<file path="config.mk">
export PLATFORM = sky130hd
export DESIGN_NAME = priority_encoder_7seg_scan
export DESIGN_NICKNAME = d
export VERILOG_FILES = /design/src/rtl/priority_encoder_7seg_scan.sv
export SDC_FILE = /design/constraint.sdc
export NUM_CORES = 1
export LEC_CHECK = 0
export BUFFER_PORTS_ARGS = -buffer_cell sky130_fd_sc_hd__buf_2
export CAP_MARGIN = 20
export CELL_PAD_IN_SITES_DETAIL_PLACEMENT = 2
export CELL_PAD_IN_SITES_GLOBAL_PLACEMENT = 2
export CORE_ASPECT_RATIO = 1.2
export CORE_MARGIN = 2
export CORE_UTILIZATION = 32
export DETAILED_ROUTE_END_ITERATION = 7
export GPL_ROUTABILITY_DRIVEN = 0
export PLACE_DENSITY_LB_ADDON = 0.15
export SYNTH_ARGS = -nofsm -noshare
export SYNTH_HDL_FRONTEND = slang
export SYNTH_SLANG_ARGS = --single-unit
</file>
<file path="constraint.sdc">
create_clock -name clk -period 3 [get_ports clk]
set_input_delay 0.15 -clock clk [delete_from_list [all_inputs] [get_ports clk]]
set_output_delay 0.15 -clock clk [all_outputs]
set_load 0.01 [all_outputs]
</file>
<file path="src/rtl/priority_encoder_7seg_scan.sv">
// priority_encoder_7seg_scan
//   Registered priority encoder with a multiplexed hex 7-segment readout.
//   A request vector is captured on a strobe, the winning bit (highest or
//   lowest set bit, chosen per capture) is encoded on the following edge,
//   and the index is scanned across common-anode digits.
//
// Ports
//   clk        in   1       single clock, rising edge
//   rst        in   1       synchronous, active-high reset
//   in         in   WIDTH   request vector
//   sample     in   1       capture in / lsb_first on this edge
//   lsb_first  in   1       0 = highest set bit wins, 1 = lowest set bit wins
//   idx        out  IW      registered winning index
//   valid      out  1       captured vector had at least one bit set
//   changed    out  1       one-cycle pulse when {valid,idx} changes
//   seg        out  7       active-low segments {a,b,c,d,e,f,g}
//   an         out  DIGITS  active-low digit enables, an[0] = low nibble

module priority_encoder_7seg_scan #(
  parameter int WIDTH    = 16,
  parameter int DIGITS   = 2,
  parameter int SCAN_DIV = 1024
) (
  input  logic                     clk,
  input  logic                     rst,
  input  logic [WIDTH-1:0]         in,
  input  logic                     sample,
  input  logic                     lsb_first,
  output logic [$clog2(WIDTH)-1:0] idx,
  output logic                     valid,
  output logic                     changed,
  output logic [6:0]               seg,
  output logic [DIGITS-1:0]        an
);

  localparam int IW = $clog2(WIDTH);
  localparam int CW = (SCAN_DIV > 1) ? $clog2(SCAN_DIV) : 1;
  localparam int DW = (DIGITS > 1) ? $clog2(DIGITS) : 1;
  localparam int NW = 4 * DIGITS;

  localparam logic [6:0] SEG_DASH  = 7'b1111110;
  localparam logic [6:0] SEG_BLANK = 7'b1111111;

  // Returns {found, index}. Every set bit is visited; for MSB-first the last
  // hit (highest) is kept, for LSB-first only the first hit (lowest) is kept.
  function automatic logic [IW:0] encode(input logic [WIDTH-1:0] vec,
                                         input logic             lsb);
    logic [IW-1:0] pos;
    logic          found;
    pos   = '0;
    found = 1'b0;
    for (int i = 0; i < WIDTH; i++) begin
      if (vec[i] && (!lsb || !found)) begin
        pos   = IW'(i);
        found = 1'b1;
      end else begin
        pos   = pos;
        found = found;
      end
    end
    return {found, pos};
  endfunction

  // Hex glyph, active-low abcdefg.
  function automatic logic [6:0] glyph(input logic [3:0] nib);
    logic [6:0] g;
    case (nib)
      4'h0:    g = 7'b0000001;
      4'h1:    g = 7'b1001111;
      4'h2:    g = 7'b0010010;
      4'h3:    g = 7'b0000110;
      4'h4:    g = 7'b1001100;
      4'h5:    g = 7'b0100100;
      4'h6:    g = 7'b0100000;
      4'h7:    g = 7'b0001111;
      4'h8:    g = 7'b0000000;
      4'h9:    g = 7'b0000100;
      4'hA:    g = 7'b0001000;
      4'hB:    g = 7'b1100000;
      4'hC:    g = 7'b0110001;
      4'hD:    g = 7'b1000010;
      4'hE:    g = 7'b0110000;
      4'hF:    g = 7'b0111000;
      default: g = SEG_DASH;
    endcase
    return g;
  endfunction

  logic [WIDTH-1:0] in_r;
  logic             mode_r;
  logic [CW-1:0]    scan_cnt_r;
  logic [DW-1:0]    dig_ptr_r;

  logic [IW:0]      enc_s;
  logic [NW-1:0]    ext_s;
  logic [3:0]       nib_s;
  logic [6:0]       seg_s;
  logic [DIGITS-1:0] an_s;

  // Capture stage: request vector and priority mode, held while sample is low.
  always_ff @(posedge clk) begin
    if (rst) begin
      in_r   <= '0;
      mode_r <= 1'b0;
    end else if (sample) begin
      in_r   <= in;
      mode_r <= lsb_first;
    end
  end

  // Encoder applied to the captured vector.
  always_comb begin
    enc_s = encode(in_r, mode_r);
  end

  // Encode stage: result register plus change detector against the previous result.
  always_ff @(posedge clk) begin
    if (rst) begin
      idx     <= '0;
      valid   <= 1'b0;
      changed <= 1'b0;
    end else begin
      idx     <= enc_s[IW-1:0];
      valid   <= enc_s[IW];
      changed <= (enc_s != {valid, idx});
    end
  end

  // Scan timing: dwell counter and digit pointer, both wrapping.
  always_ff @(posedge clk) begin
    if (rst) begin
      scan_cnt_r <= '0;
      dig_ptr_r  <= '0;
    end else if (scan_cnt_r == CW'(SCAN_DIV - 1)) begin
      scan_cnt_r <= '0;
      dig_ptr_r  <= (dig_ptr_r == DW'(DIGITS - 1)) ? '0 : dig_ptr_r + DW'(1);
    end else begin
      scan_cnt_r <= scan_cnt_r + CW'(1);
    end
  end

  // Readout decode: pick the nibble for the current digit and its glyph.
  always_comb begin
    ext_s = NW'(idx);
    nib_s = 4'h0;
    for (int d = 0; d < DIGITS; d++) begin
      if (dig_ptr_r == DW'(d)) begin
        nib_s = ext_s[4*d +: 4];
      end else begin
        nib_s = nib_s;
      end
    end
    if (valid) begin
      seg_s = glyph(nib_s);
    end else begin
      seg_s = SEG_DASH;
    end
    an_s = ~(DIGITS'(1) << dig_ptr_r);
  end

  // Readout registers: digit enable and segment data switch on the same edge.
  always_ff @(posedge clk) begin
    if (rst) begin
      seg <= SEG_BLANK;
      an  <= '1;
    end else begin
      seg <= seg_s;
      an  <= an_s;
    end
  end

endmodule
</file>
Yosys cells after proc, flatten, opt, wreduce, memory -nomap -nowiden. Memories as Yosys holds them, arrays and structs flattened. Cells that the tools add are included.

Input bits: 20. ROM bits: 112. Bits in latches: 0. Memories kept: 1. Register bits: 43. Logic and storage cells: 100. Memory bits (writable): 0.

Shifts and indexed selects: 1. Div/mod/pow operators: 0. $add $sub $neg: 2. Multipliers: 0. Muxes and demuxes: 34. Bitwise operators: 2. Eq/ne operators: 2. Order comparisons: 0. Reductions and logical operators: 48.

Memory list: (name not given) (words 16, bits a word 7, rd ports 1, clocked after memory_dff 0, write ports 0, line 67) `case (nib)`.

Operator list (number): 4-bit 2-to-1 mux (15); 1-bit 2-to-1 mux (19); 1-bit zero test (16); 1-bit logical AND (15); 1-bit logical OR (15); 10-bit by 1-bit adder with 10-bit output, second input constant (1); 10-bit == test, second input constant (1); 5-bit != test (1); 2-bit OR reduction (2); 2-bit inverter (1); 1-bit by 1-bit << shifter with 2-bit output, first input constant (1); 1-bit adder, second input constant (1); 1-bit inverter (1).

Longest topological paths before layout. Gate-level depths: netlist of run 1.

Depth after elaboration: 62. Depth in mapped cells: 8. Gate-level depth less buffers: 7.

Worst setup path before layout of run 1. No wires, ideal clock.

Path kind: register to register. From: register in_r[0]. To: register changed. Period minus slack after synthesis: 1.815 ns. Setup slack: 1.185 ns. Cell stages (with the launch flop): 8. Path buffers: 0. Data arrival time: 1.679 ns. Library setup time: 0.136 ns. Cell sequence: dfxtp_1 > or4_4 > nor2_4 > o22ai_1 > a32oi_1 > o221ai_2 > xnor2_1 > a41oi_1.

Longest elaborated chain between the ends: 62.

RTL lines: start, declared (line 89) `logic [WIDTH-1:0] in_r;`; start signal, assigned (line 106) `in_r <= in;`; 1-bit 2-to-1 mux (*) (line 53) `if (vec[i] && (!lsb || !found)) begin`; 1-bit zero test (line 53); 1-bit logical OR (line 53); 1-bit logical AND (line 53); 1-bit 2-to-1 mux (line 53); 1-bit zero test (line 53); 1-bit logical OR (line 53); 1-bit logical AND (line 53); [46 not listed]; 1-bit logical OR (line 53); 1-bit logical AND (line 53); 1-bit 2-to-1 mux (line 53); 1-bit zero test (line 53); 1-bit logical OR (line 53); 1-bit logical AND (line 53); 4-bit 2-to-1 mux or 1-bit 2-to-1 mux (tied branches) (line 53); 5-bit != test (*) (line 125) `changed <= (enc_s != {valid, idx});`; end signal, assigned (line 125); end, declared (line 31) `output logic changed,`.

Every way passes the cells marked *; elsewhere a longest branch is shown, timed or not. A chain may end at the register's enable or synchronous reset.

Worst setup path after layout of run 1. Ends and elaborated chain as after synthesis.

==> results by group, run 1 <==
Timing
  – Slew HR: 52.6%
  – Minimum clock period: 2.05 ns
  – Hold Violations, Final: 0
  – Period utilization: 68.4%
  – Clk_skew: 0.00661 ns
  – Worst setup margin: 0.947 ns
  – RSZ-0062 raised after global routing: false
  – Slew @ Worst Pin: 0.711 ns
  – Max Clk Rate: 0.487 GHz
  – Setup violations, final: 0
  – Final TNS setup: 0 ns
  – Slew Viols, Final: 0

Clocking
  – Clk pin slew, worst setup/hold paths: 0.08 ns
  – CTS tree: yes
  – Gates resized, CTS repair: 0
  – Clk_lat worst skew: 0.30 ns
  – Htree depth: 2
  – Clk Tree Root Cell: clkbuf_8
  – Post-CTS Hold Buffers: 0
  – CTS buffer count: 5
  – Postcts setup bufs: 0
  – Clock Sink Count: 43
  – CTS Buffer Depth: 2

Setup path
  – Cell family with most CP delay: simple AND/OR/NAND/NOR gates
  – CP Data Required Time: 3.15 ns
  – Critical path fanouts, max: 5
  – Crit path arrival time: 2.21 ns
  – WP buf/inv: 0
  – Worst setup SP type: register
  – CP max-delay cell: or4_4
  – Cells along the critical path: or4_4 -> nor2_4 -> o311ai_0 -> a22oi_1 -> a21oi_1 -> xnor2_1 -> a41oi_1
  – WS Path Type: register to register
  – CP max stage delay: 0.58 ns
  – Nature of the critical path endpoint: register

Logic synthesis
  – Mapped Nets: 276
  – Post-Syn Area: 2170 um^2
  – Most common cell in the synthesized netlist: nor2_1
  – Top_reg_cell synth: dfxtp_1
  – Commonest cells post-synth: nor2_1 (48), dfxtp_1 (43), mux2i_1 (21)
  – Synth area leaders: dfxtp_1 (40%), mux2i_1 (9.7%), nor2_1 (8.3%), ha_1 (4.0%), o21ai_0 (3.2%)
  – Register area share after synthesis: 39.6%
  – Synthesized area per cell: 8.72 um^2
  – Unique masters post-synth: 40
  – Cell taking the most area after synthesis: dfxtp_1
  – Async SR Flop Fraction: 0%
  – Number of synthesized register bits: 43
  – Area share of the leading cell type in the synthesized netlist: 39.6%
  – Number of synthesized flops with an enable pin: 0
  – Post-Synthesis Cells: 249
  – Yosys warns: 0

Die
  – Die X: 79.2 um
  – Vert. Die Dim: 94.3 um
  – Die area: 7470 um^2
  – Top Ports: 35
  – Row cnt: 32
  – Core area: 6490 um^2
  – Initial Utilization: 33.5%

Route
  – Drt total wl: 5650 um
  – DR vias/cell: 5.14
  – Detailed-route via count: 1880
  – DRT Pass-1 Iters: 4
  – Drt drc: 0
  – Post-DR wirelength/cell: 15.4 um
  – DRT iter0 DRCs: 48
  – Final antenna-violating net count: 0

Placed design
  – Port Buffers: 34
  – Dpl hpwl: 4260 um
  – Cells after DPL: 358
  – Pre-CTS setup slack: 0.936 ns

Layout
  – Nets: 307
  – FILL cells: 766
  – Antenna cells: 0
  – Share of layout cells above drive strength 1: 17.8%
  – Final std cells w/o fill: 366
  – Layout area overhead: 16.5%
  – Final Util: 39.0%

Power
  – Peak supply drop: 223 uV
  – P_leak: 1.05 nW
  – Pwr/cell area: 559 nW/um^2

Outcome
  – Status: complete, no violations

Job
  – Total of max-cap violations: 0

GRT
  – Initial antenna violation count: 0
  – Vias in the first global route: 1924
  – GRT Util Overall: 16.8%
  – First-pass GRT wire length: 9700 um
  – Gr ovfl total: 0
  – Largest net degree at the start of global routing: 34

Worst hold path
  – Worst hold path type: primary input to register
==> layout by cell type, fill, tap and decap left out, types with 5 or more instances in the layout <==
cell / instances
nor2_1: 48
dfxtp_1: 43
buf_2: 34
mux2i_1: 21
o21ai_0: 14
nand2_1: 10
nand2b_1: 8
inv_1: 7
a21oi_1: 7
nor2b_1: 7
xor2_1: 7
ha_1: 7
nand3_1: 6
xnor2_1: 6
clkbuf_8: 6
a31oi_1: 5
o22ai_1: 5
==> power breakdown <==
part	total (mW)	internal [mW]	switching, mW
logic	0.273	0.125	0.148
registers	0.664	0.607	0.0564
clock network	0.478	0.270	0.208
total	1.41	1.00	0.413
==> cell type report <==
class                      instances  area [um^2]  share of cell area (%)
clock inverter                     2         35.0                    1.38
clock buffer                       6         82.6                    3.26
sequential                        43          861                    34.0
tap                               85          106                    4.20
multi-input combinational        188         1240                    49.1
timing repair buffer              35          178                    7.02
inverter                           7         26.3                    1.04
==> worst min-delay path: stages <==
cell and delay (ns):
buf_2 0.07, mux2i_1 0.05, nor2_1 0.07
==> cell families after synthesis <==
family	Yosys count	synth area share, %
adder cells (fa/ha/maj)	7	4.03
flip-flops	43	39.6
multiplexers	21	9.68
AND/OR/NAND/NOR	97	23.0
XOR/XNOR	13	5.24
buffers and inverters	18	3.17
AO/OA/AOI/OAI	50	15.3
==> registers in the layout (all words and copies together) (netlist names) <==
name	flops
valid	1
changed	1
scan_cnt_r	10
dig_ptr_r	1
an	2
mode_r	1
in_r	16
idx	4
seg	7
==> through the flow <==
stage	total power, mW	area (um^2)	hold WS [ns]
floorplan	0.860	2170	0.222
global placement	0.947	2410	0.385
detailed placement	0.955	2410	0.400
CTS	1.43	2530	0.0807
global route	1.50	2530	0.0939
finish	1.41	2530	0.0804
==> per-layer routing <==
metal  GRT usage (%)  vias up  wire (um)
met4            6.03        0         89
met5               0        -          0
li1                -      933          -
met3            2.88        7        152
met2            28.2       28       2740
met1            21.4      912       2670
==> final timing paths <==
| path | startpoint | endpoint | slack (ns) | depth (start not counted) |
|---|---|---|---|---|
| setup reg to reg | in_r[0]$_SDFFE_PP0P_ | changed$_SDFF_PP0_ | 0.95 | 7 |
| hold / removal | in[1] | in_r[1]$_SDFFE_PP0P_ | 0.08 | 3 |
| hold reg to reg | scan_cnt_r[0]$_SDFF_PP0_ | scan_cnt_r[0]$_SDFF_PP0_ | 0.48 | 1 |
| setup / recovery | in_r[0]$_SDFFE_PP0P_ | changed$_SDFF_PP0_ | 0.95 | 7 |
Note: power is estimated with default switching activity, not from simulation.
==> inputs of run 2 (changes only) <==
Clock period 3 ns to 2.05 ns, I/O delays scaled along.
==> results by group, run 2 (synthesis gave the netlist of run 1 again) <==
Timing
  – Setup violations, final: 0 (unchanged)
  – Worst setup margin: 0.0492 ns (-0.898 ns)
  – Minimum clock period: 2.00 ns (-0.0522 ns)
  – Slew Viols, Final: 0 (unchanged)
  – Max Clk Rate: 0.500 GHz (+2.6%)
  – Clk_skew: 0.00986 ns (+0.00325 ns)
  – Period utilization: 97.6% (+29 points)
  – Slew HR: 64.0% (+11 points)
  – Hold Violations, Final: 0 (unchanged)
  – RSZ-0062 raised after global routing: true
  – Slew @ Worst Pin: 0.540 ns (-0.171 ns)

Clocking
  – CTS tree: yes
  – Clk_lat worst skew: 0.31 ns (about the same)
  – Clk Tree Root Cell: clkbuf_8
  – Post-CTS Hold Buffers: 0 (unchanged)
  – Htree depth: 2 (unchanged)
  – Clk pin slew, worst setup/hold paths: 0.09 ns (about the same)
  – Clock Sink Count: 43 (unchanged)
  – CTS Buffer Depth: 2 (unchanged)
  – CTS buffer count: 5 (unchanged)

GRT
  – Gr ovfl total: 0 (unchanged)
  – First-pass GRT wire length: 10300 um (+6.2%)
  – Grt met2 use: 32.3% (+4.1 points)
  – Vias in the first global route: 2093 (+8.8%)
  – GRT busiest layer: met2
  – GRT Util Overall: 17.8% (+1.0 points)
  – Met1 usage: 21.1% (-0.24 points)
  – Initial antenna violation count: 0 (unchanged)
  – Met3 Usage GRT: 2.98% (+0.096 points)
  – Largest net degree at the start of global routing: 26 (-24%)

Route
  – Drt drc: 0 (unchanged)
  – Final antenna-violating net count: 0 (unchanged)
  – DRT Pass-1 Iters: 4 (unchanged)
  – DR vias/cell: 5.07 (-1.2%)
  – Post-DR wirelength/cell: 15.9 um (+3.1%)
  – Drt total wl: 6080 um (+7.6%)
  – DRT iter0 DRCs: 99 (+110%)
  – Detailed-route via count: 1938 (+3.1%)

Die
  – Die X: 79.2 um (unchanged)
  – Row cnt: 32 (unchanged)
  – Die area: 7470 um^2 (unchanged)
  – Core area: 6490 um^2 (unchanged)
  – Top Ports: 35 (unchanged)
  – Vert. Die Dim: 94.3 um (unchanged)
  – Initial Utilization: 33.5% (unchanged)

Placed design
  – Pre-CTS setup slack: 0.110 ns (-0.826 ns)
  – Port Buffers: 34 (unchanged)
  – Dpl hpwl: 4620 um (+8.6%)
  – DP Area: 2530 um^2 (+5.0%)

Layout
  – Design area: 2640 um^2 (+4.2%)
  – Largest Register: in_r
  – Share of layout cells above drive strength 1: 22.9% (+5.1 points)
  – Most frequent cells in the layout: nor2_1 (48), dfxtp_1 (42), buf_2 (34), mux2i_1 (21), buf_4 (17)
  – Final Util: 40.6% (+1.6 points)
  – Nets: 323 (+5.2%)
  – FILL cells: 763 (-0.39%)
  – Layout area overhead: 21.4%
  – Antenna cells: 0 (unchanged)
  – Largest registers: in_r (16), scan_cnt_r (10), seg (7)
  – Number of flip-flops in the largest register: 16 (unchanged)
  – Commonest non-fill, non-tap cell in the layout: nor2_1

Setup path
  – Nature of the critical path endpoint: register
  – CP max stage delay: 0.57 ns (about the same)
  – WS Path Type: register to register
  – Cell family with most CP delay: simple AND/OR/NAND/NOR gates
  – Worst setup SP type: register
  – Cells along the critical path: or4_4 -> nor2_4 -> o22ai_1 -> a32oi_1 -> o221ai_2 -> xnor2_1 -> a41oi_1
  – CP max-delay cell: or4_4
  – CP Data Required Time: 2.22 ns (-0.93 ns)
  – WP buf/inv: 0 (unchanged)
  – Crit path arrival time: 2.17 ns (-0.04 ns)
  – Worst setup startpoint: in_r[0]$_SDFFE_PP0P_
  – Critical path fanouts, max: 5 (unchanged)
  – Reg-to-Reg Start: in_r[0]$_SDFFE_PP0P_

Power
  – Switch share: 31.8% (+2.6 points)
  – Int Power: 1.34 mW (+34%)
  – Clock share of power: 27.8% (-6.0 points)
  – Peak supply drop: 226 uV (+1.7%)
  – P_leak: 1.11 nW (+6.2%)
  – Switching power: 627 uW (+52%)
  – Comb pwr share: 24.3% (+5.0 points)
  – Pwr/cell area: 748 nW/um^2 (+34%)
  – Flop pwr share: 48.0% (+1.1 points)

Outcome
  – Status: complete, no violations

Worst hold path
  – Hold path start: in[7]
  – Worst hold path type: primary input to register

Job
  – Total of max-cap violations: 0 (unchanged)
==> run 2: metrics by stage <==
step	TNS, ns	hold WS [ns]	cells	power, mW
final	0	0.0300	382	1.97
after global routing	-0.0724	0.0432	382	2.10
after CTS	0	0.0286	382	1.99
after detailed placement	0	0.352	374	1.44
after global placement	0	0.336	374	1.43
after floorplan	0	0.174	249	1.26
==> run 2: area by class of cell <==
cell class	instances	area (um^2)	share of cell area, %
multi-input combinational	188	1260	47.7
sequential	43	862	32.7
timing repair buffer	51	298	11.3
tap	85	106	4.03
clock buffer	6	72.6	2.75
inverter	7	26.3	0.997
clock inverter	2	12.5	0.475
==> run 2: worst paths after layout <==
path	to	slack (ns)	cells after the start
worst max-delay path	changed$_SDFF_PP0_	0.05	7
worst min-delay path	in_r[7]$_SDFFE_PP0P_	0.03	3
worst max register to register	changed$_SDFF_PP0_	0.05	7
worst min register to register	scan_cnt_r[0]$_SDFF_PP0_	0.51	1
==> run 2: power groups by stage <==
stage / Combinational, mW / Clock (mW) / Sequential, mW
after CTS: 0.480 / 0.569 / 0.946
after global placement: 0.464 / 0 / 0.962
final: 0.479 / 0.547 / 0.946
after global routing: 0.541 / 0.598 / 0.957
after floorplan: 0.291 / 0 / 0.967
after detailed placement: 0.477 / 0 / 0.965
==> run 2: worst min-delay path, delay by kind of cell <==
family	cells	cell delay (ns)
and+or+nand+nor	1	0.07
buffers and inverters	1	0.07
muxes	1	0.06
==> run 2: metal layers <==
layer	routed length [um]	part of all wire, %	up-vias
met5	0	0	-
met4	82	1.3	0
met3	170	2.8	8
met2	3110	51	28
met1	2710	45	939
li1	-	-	963
==> run 2: repair_timing <==
action | CTS | global route
resized for setup | 0 | 4
endpoints found under the setup margin | 0 | 1
buffers inserted | 0 | 0
==> inputs of run 3 (changes only) <==
Settings changed: ABC_AREA set to 1, CORE_UTILIZATION 32 to 31.
==> results by group, run 3 <==
Die
  – Initial Utilization: 31.7% (-1.8 points)
  – Row cnt: 33 (+3.1%)
  – Vert. Die Dim: 94.8 um (+0.60%)
  – Die X: 79.7 um (+0.60%)
  – Die area: 7560 um^2 (+1.2%)
  – Core area: 6730 um^2 (+3.8%)
  – Top Ports: 35 (unchanged)

Logic synthesis
  – Post-Syn Area: 2130 um^2 (-1.9%)
  – Post-Synthesis Cells: 301 (+21%)
  – Unique masters post-synth: 33 (-18%)
  – Number of synthesized flops with an enable pin: 0 (unchanged)
  – Number of synthesized register bits: 43 (unchanged)
  – Register area share after synthesis: 40.4% (+0.77 points)
  – Area share of the leading cell type in the synthesized netlist: 40.4% (+0.77 points)
  – Mapped Nets: 328 (+19%)
  – Synthesized area per cell: 7.08 um^2 (-19%)
  – Async SR Flop Fraction: 0% (unchanged)
  – Synth area leaders: dfxtp_1 (40%), nand2_1 (13%), inv_1 (7.2%), o21ai_0 (6.3%), a21oi_1 (5.4%)
  – Commonest cells post-synth: nand2_1 (73), dfxtp_1 (43), inv_1 (41)
  – Yosys warns: 0 (unchanged)
  – Most common cell in the synthesized netlist: nand2_1
  – Top_reg_cell synth: dfxtp_1
  – Cell taking the most area after synthesis: dfxtp_1

Power
  – Peak supply drop: 225 uV (-0.57%)
  – P_leak: 1.17 nW (+5.8%)
  – Pwr/cell area: 744 nW/um^2 (-0.51%)

Setup path
  – WS Path Type: register to register
  – Length in cells of the worst reg-to-reg path: 21 (+14)
  – Crit path arrival time: 2.23 ns (+0.06 ns)
  – CP Data Required Time: 2.24 ns (+0.02 ns)
  – Worst setup SP type: register
  – Nature of the critical path endpoint: register
  – Critical path fanouts, max: 4 (-1)

Clocking
  – CTS tree: yes
  – Htree depth: 2 (unchanged)
  – Clk_lat worst skew: 0.30 ns (about the same)
  – CTS buffer count: 5 (unchanged)
  – Clock Sink Count: 43 (unchanged)
  – Clk Tree Root Cell: clkbuf_8
  – Clk pin slew, worst setup/hold paths: 0.09 ns (about the same)
  – CTS Buffer Depth: 2 (unchanged)

Timing
  – Max Clk Rate: 0.491 GHz (-1.7%)
  – Final TNS setup: 0 ns (unchanged)
  – Clk_skew: 0.00672 ns (-0.00314 ns)
  – Slew @ Worst Pin: 0.648 ns (+0.108 ns)
  – Worst Hold Slack: 0.0139 ns (-0.0161 ns)
  – Hold Violations, Final: 0 (unchanged)
  – Slew Viols, Final: 0 (unchanged)
  – Period utilization: 99.3% (+1.7 points)
  – Minimum clock period: 2.04 ns (+0.0352 ns)
  – RSZ-0062 raised after global routing: true
  – Slew HR: 56.8% (-7.3 points)
  – Setup violations, final: 0 (unchanged)

Route
  – Final antenna-violating net count: 0 (unchanged)
  – DR vias/cell: 4.81 (-5.2%)
  – DRT iter0 DRCs: 33 (-67%)
  – DRT Pass-1 Iters: 4 (unchanged)
  – Drt drc: 0 (unchanged)
  – Drt total wl: 6170 um (+1.5%)
  – Detailed-route via count: 2087 (+7.7%)
  – Post-DR wirelength/cell: 14.2 um (-11%)

Layout
  – Commonest non-fill, non-tap cell in the layout: nand2_1
  – Area of the multi-input gates: 1160 um^2 (-8.1%)
  – Largest registers: in_r (16), scan_cnt_r (10), seg (7)
  – Most frequent cells in the layout: nand2_1 (63), inv_1 (40), dfxtp_1 (40), buf_2 (34)
  – Layout area overhead: 24.1%
  – Largest Register: in_r
  – FILL cells: 795 (+4.2%)
  – Share of layout cells above drive strength 1: 23.6% (+0.74 points)
  – Antenna cells: 0 (unchanged)
  – Sequential Area: 870 um^2 (+0.87%)
  – Nets: 373 (+15%)
  – Number of flip-flops in the largest register: 16 (unchanged)

GRT
  – Gr ovfl total: 0 (unchanged)
  – Largest net degree at the start of global routing: 25 (-3.8%)
  – First-pass GRT wire length: 10300 um (-0.47%)
  – Initial antenna violation count: 0 (unchanged)
  – GRT Util Overall: 17.4% (-0.37 points)
  – Vias in the first global route: 2130 (+1.8%)

Placed design
  – Port Buffers: 34 (unchanged)
  – Dpl hpwl: 4590 um (-0.74%)

Worst hold path
  – Hold Crit Depth: 3 (unchanged)
  – Worst hold path type: primary input to register

Job
  – Total of max-cap violations: 0 (unchanged)

Outcome
  – Status: complete, no violations
## run 3: cell count changes in the layout (fill, tap and decap cells not counted), sizes merged, moves of 7 or more
cell / previous run / this run
nor2: 49 / 34
nand2: 10 / 73
nand3: 6 / 14
mux2i: 21 / 0
nand2b: 8 / 0
a21oi: 7 / 23
inv: 7 / 41
o21ai: 14 / 30
nor2b: 7 / 0
## run 3: report_power, final
group          switching, mW  internal [mW]  total (mW)
Clock                  0.333          0.244       0.577
Sequential            0.0452          0.890       0.936
Combinational          0.282          0.172       0.454
## run 3: cells by family after synthesis
logic type               after synthesis  share of synthesized area, %
AO/OA/AOI/OAI                         64                          16.7
XOR/XNOR                               3                          1.23
adder cells (fa/ha/maj)                7                          4.11
buffers and inverters                 49                          8.69
flip-flops                            43                          40.4
AND/OR/NAND/NOR                      135                          28.8
## run 3: worst max-delay path, stage by stage, from the launching register on
cell and delay [ns]:
dfxtp_4 0.37, nor2_4 0.14, nand4_4 0.10, nor2_4 0.15
buf_4 0.13, nand2_1 0.05, nand2_1 0.06, nand2_1 0.07
nand2_1 0.06, nand2_1 0.05, nand2_1 0.05, nand2_1 0.06
nand2_1 0.07, nand2_1 0.04, nand2_1 0.06, nand2_2 0.07
nand2_2 0.07, nand2_2 0.05, nand2_2 0.07, nand3_2 0.06
nor2_2 0.10, nor2_1 0.04
## run 3: per-stage QoR
step / utilization, % / power [mW] / area [um^2] / instances / worst slack [ns]
detailed placement: 36.2 / 1.37 / 2430 / 422 / 0.0358
CTS: 38.4 / 1.98 / 2580 / 433 / 0.0135
floorplan: - / 1.22 / 2130 / 301 / 0.258
global placement: 36.2 / 1.35 / 2430 / 422 / 0.0486
finish: 39.3 / 1.97 / 2640 / 434 / 0.0140
global route: 39.3 / 2.10 / 2640 / 434 / -0.203
## run 3: path summary, 6_finish.rpt
| check | from | slack, ns | to |
|---|---|---|---|
| min reg2reg | scan_cnt_r[0]$_SDFF_PP0_ | 0.48 | scan_cnt_r[0]$_SDFF_PP0_ |
| max reg2reg | in_r[0]$_SDFFE_PP0P_ | 0.01 | changed$_SDFF_PP0_ |
| min | in[5] | 0.01 | in_r[5]$_SDFFE_PP0P_ |
| max | in_r[0]$_SDFFE_PP0P_ | 0.01 | changed$_SDFF_PP0_ |
## run 3: layout make-up
type                    instances  share of cell area [%]
inverters                      42                    5.96
multi-input cells             209                    43.8
clock buffers                   5                    2.60
flip-flops and latches         43                    32.9
clock inverters                 3                   0.947
well taps                      87                    4.12
repair buffers                 45                    9.70
## run 3: layer usage
metal	GRT usage, %	vias to the layer above	share of wire (%)
li1	-	1058	-
met1	20.1	994	42
met2	32.4	29	54
met3	3.06	6	2.7
met4	5.17	0	1.1
met5	0	-	0
## run 3: timing repair
item	4_1_cts	5_1_grt
gates resized for setup	6	20
pin swaps	4	9
hold buffers	0	0
buffers inserted	3	1
endpoints found under the setup margin	1	8
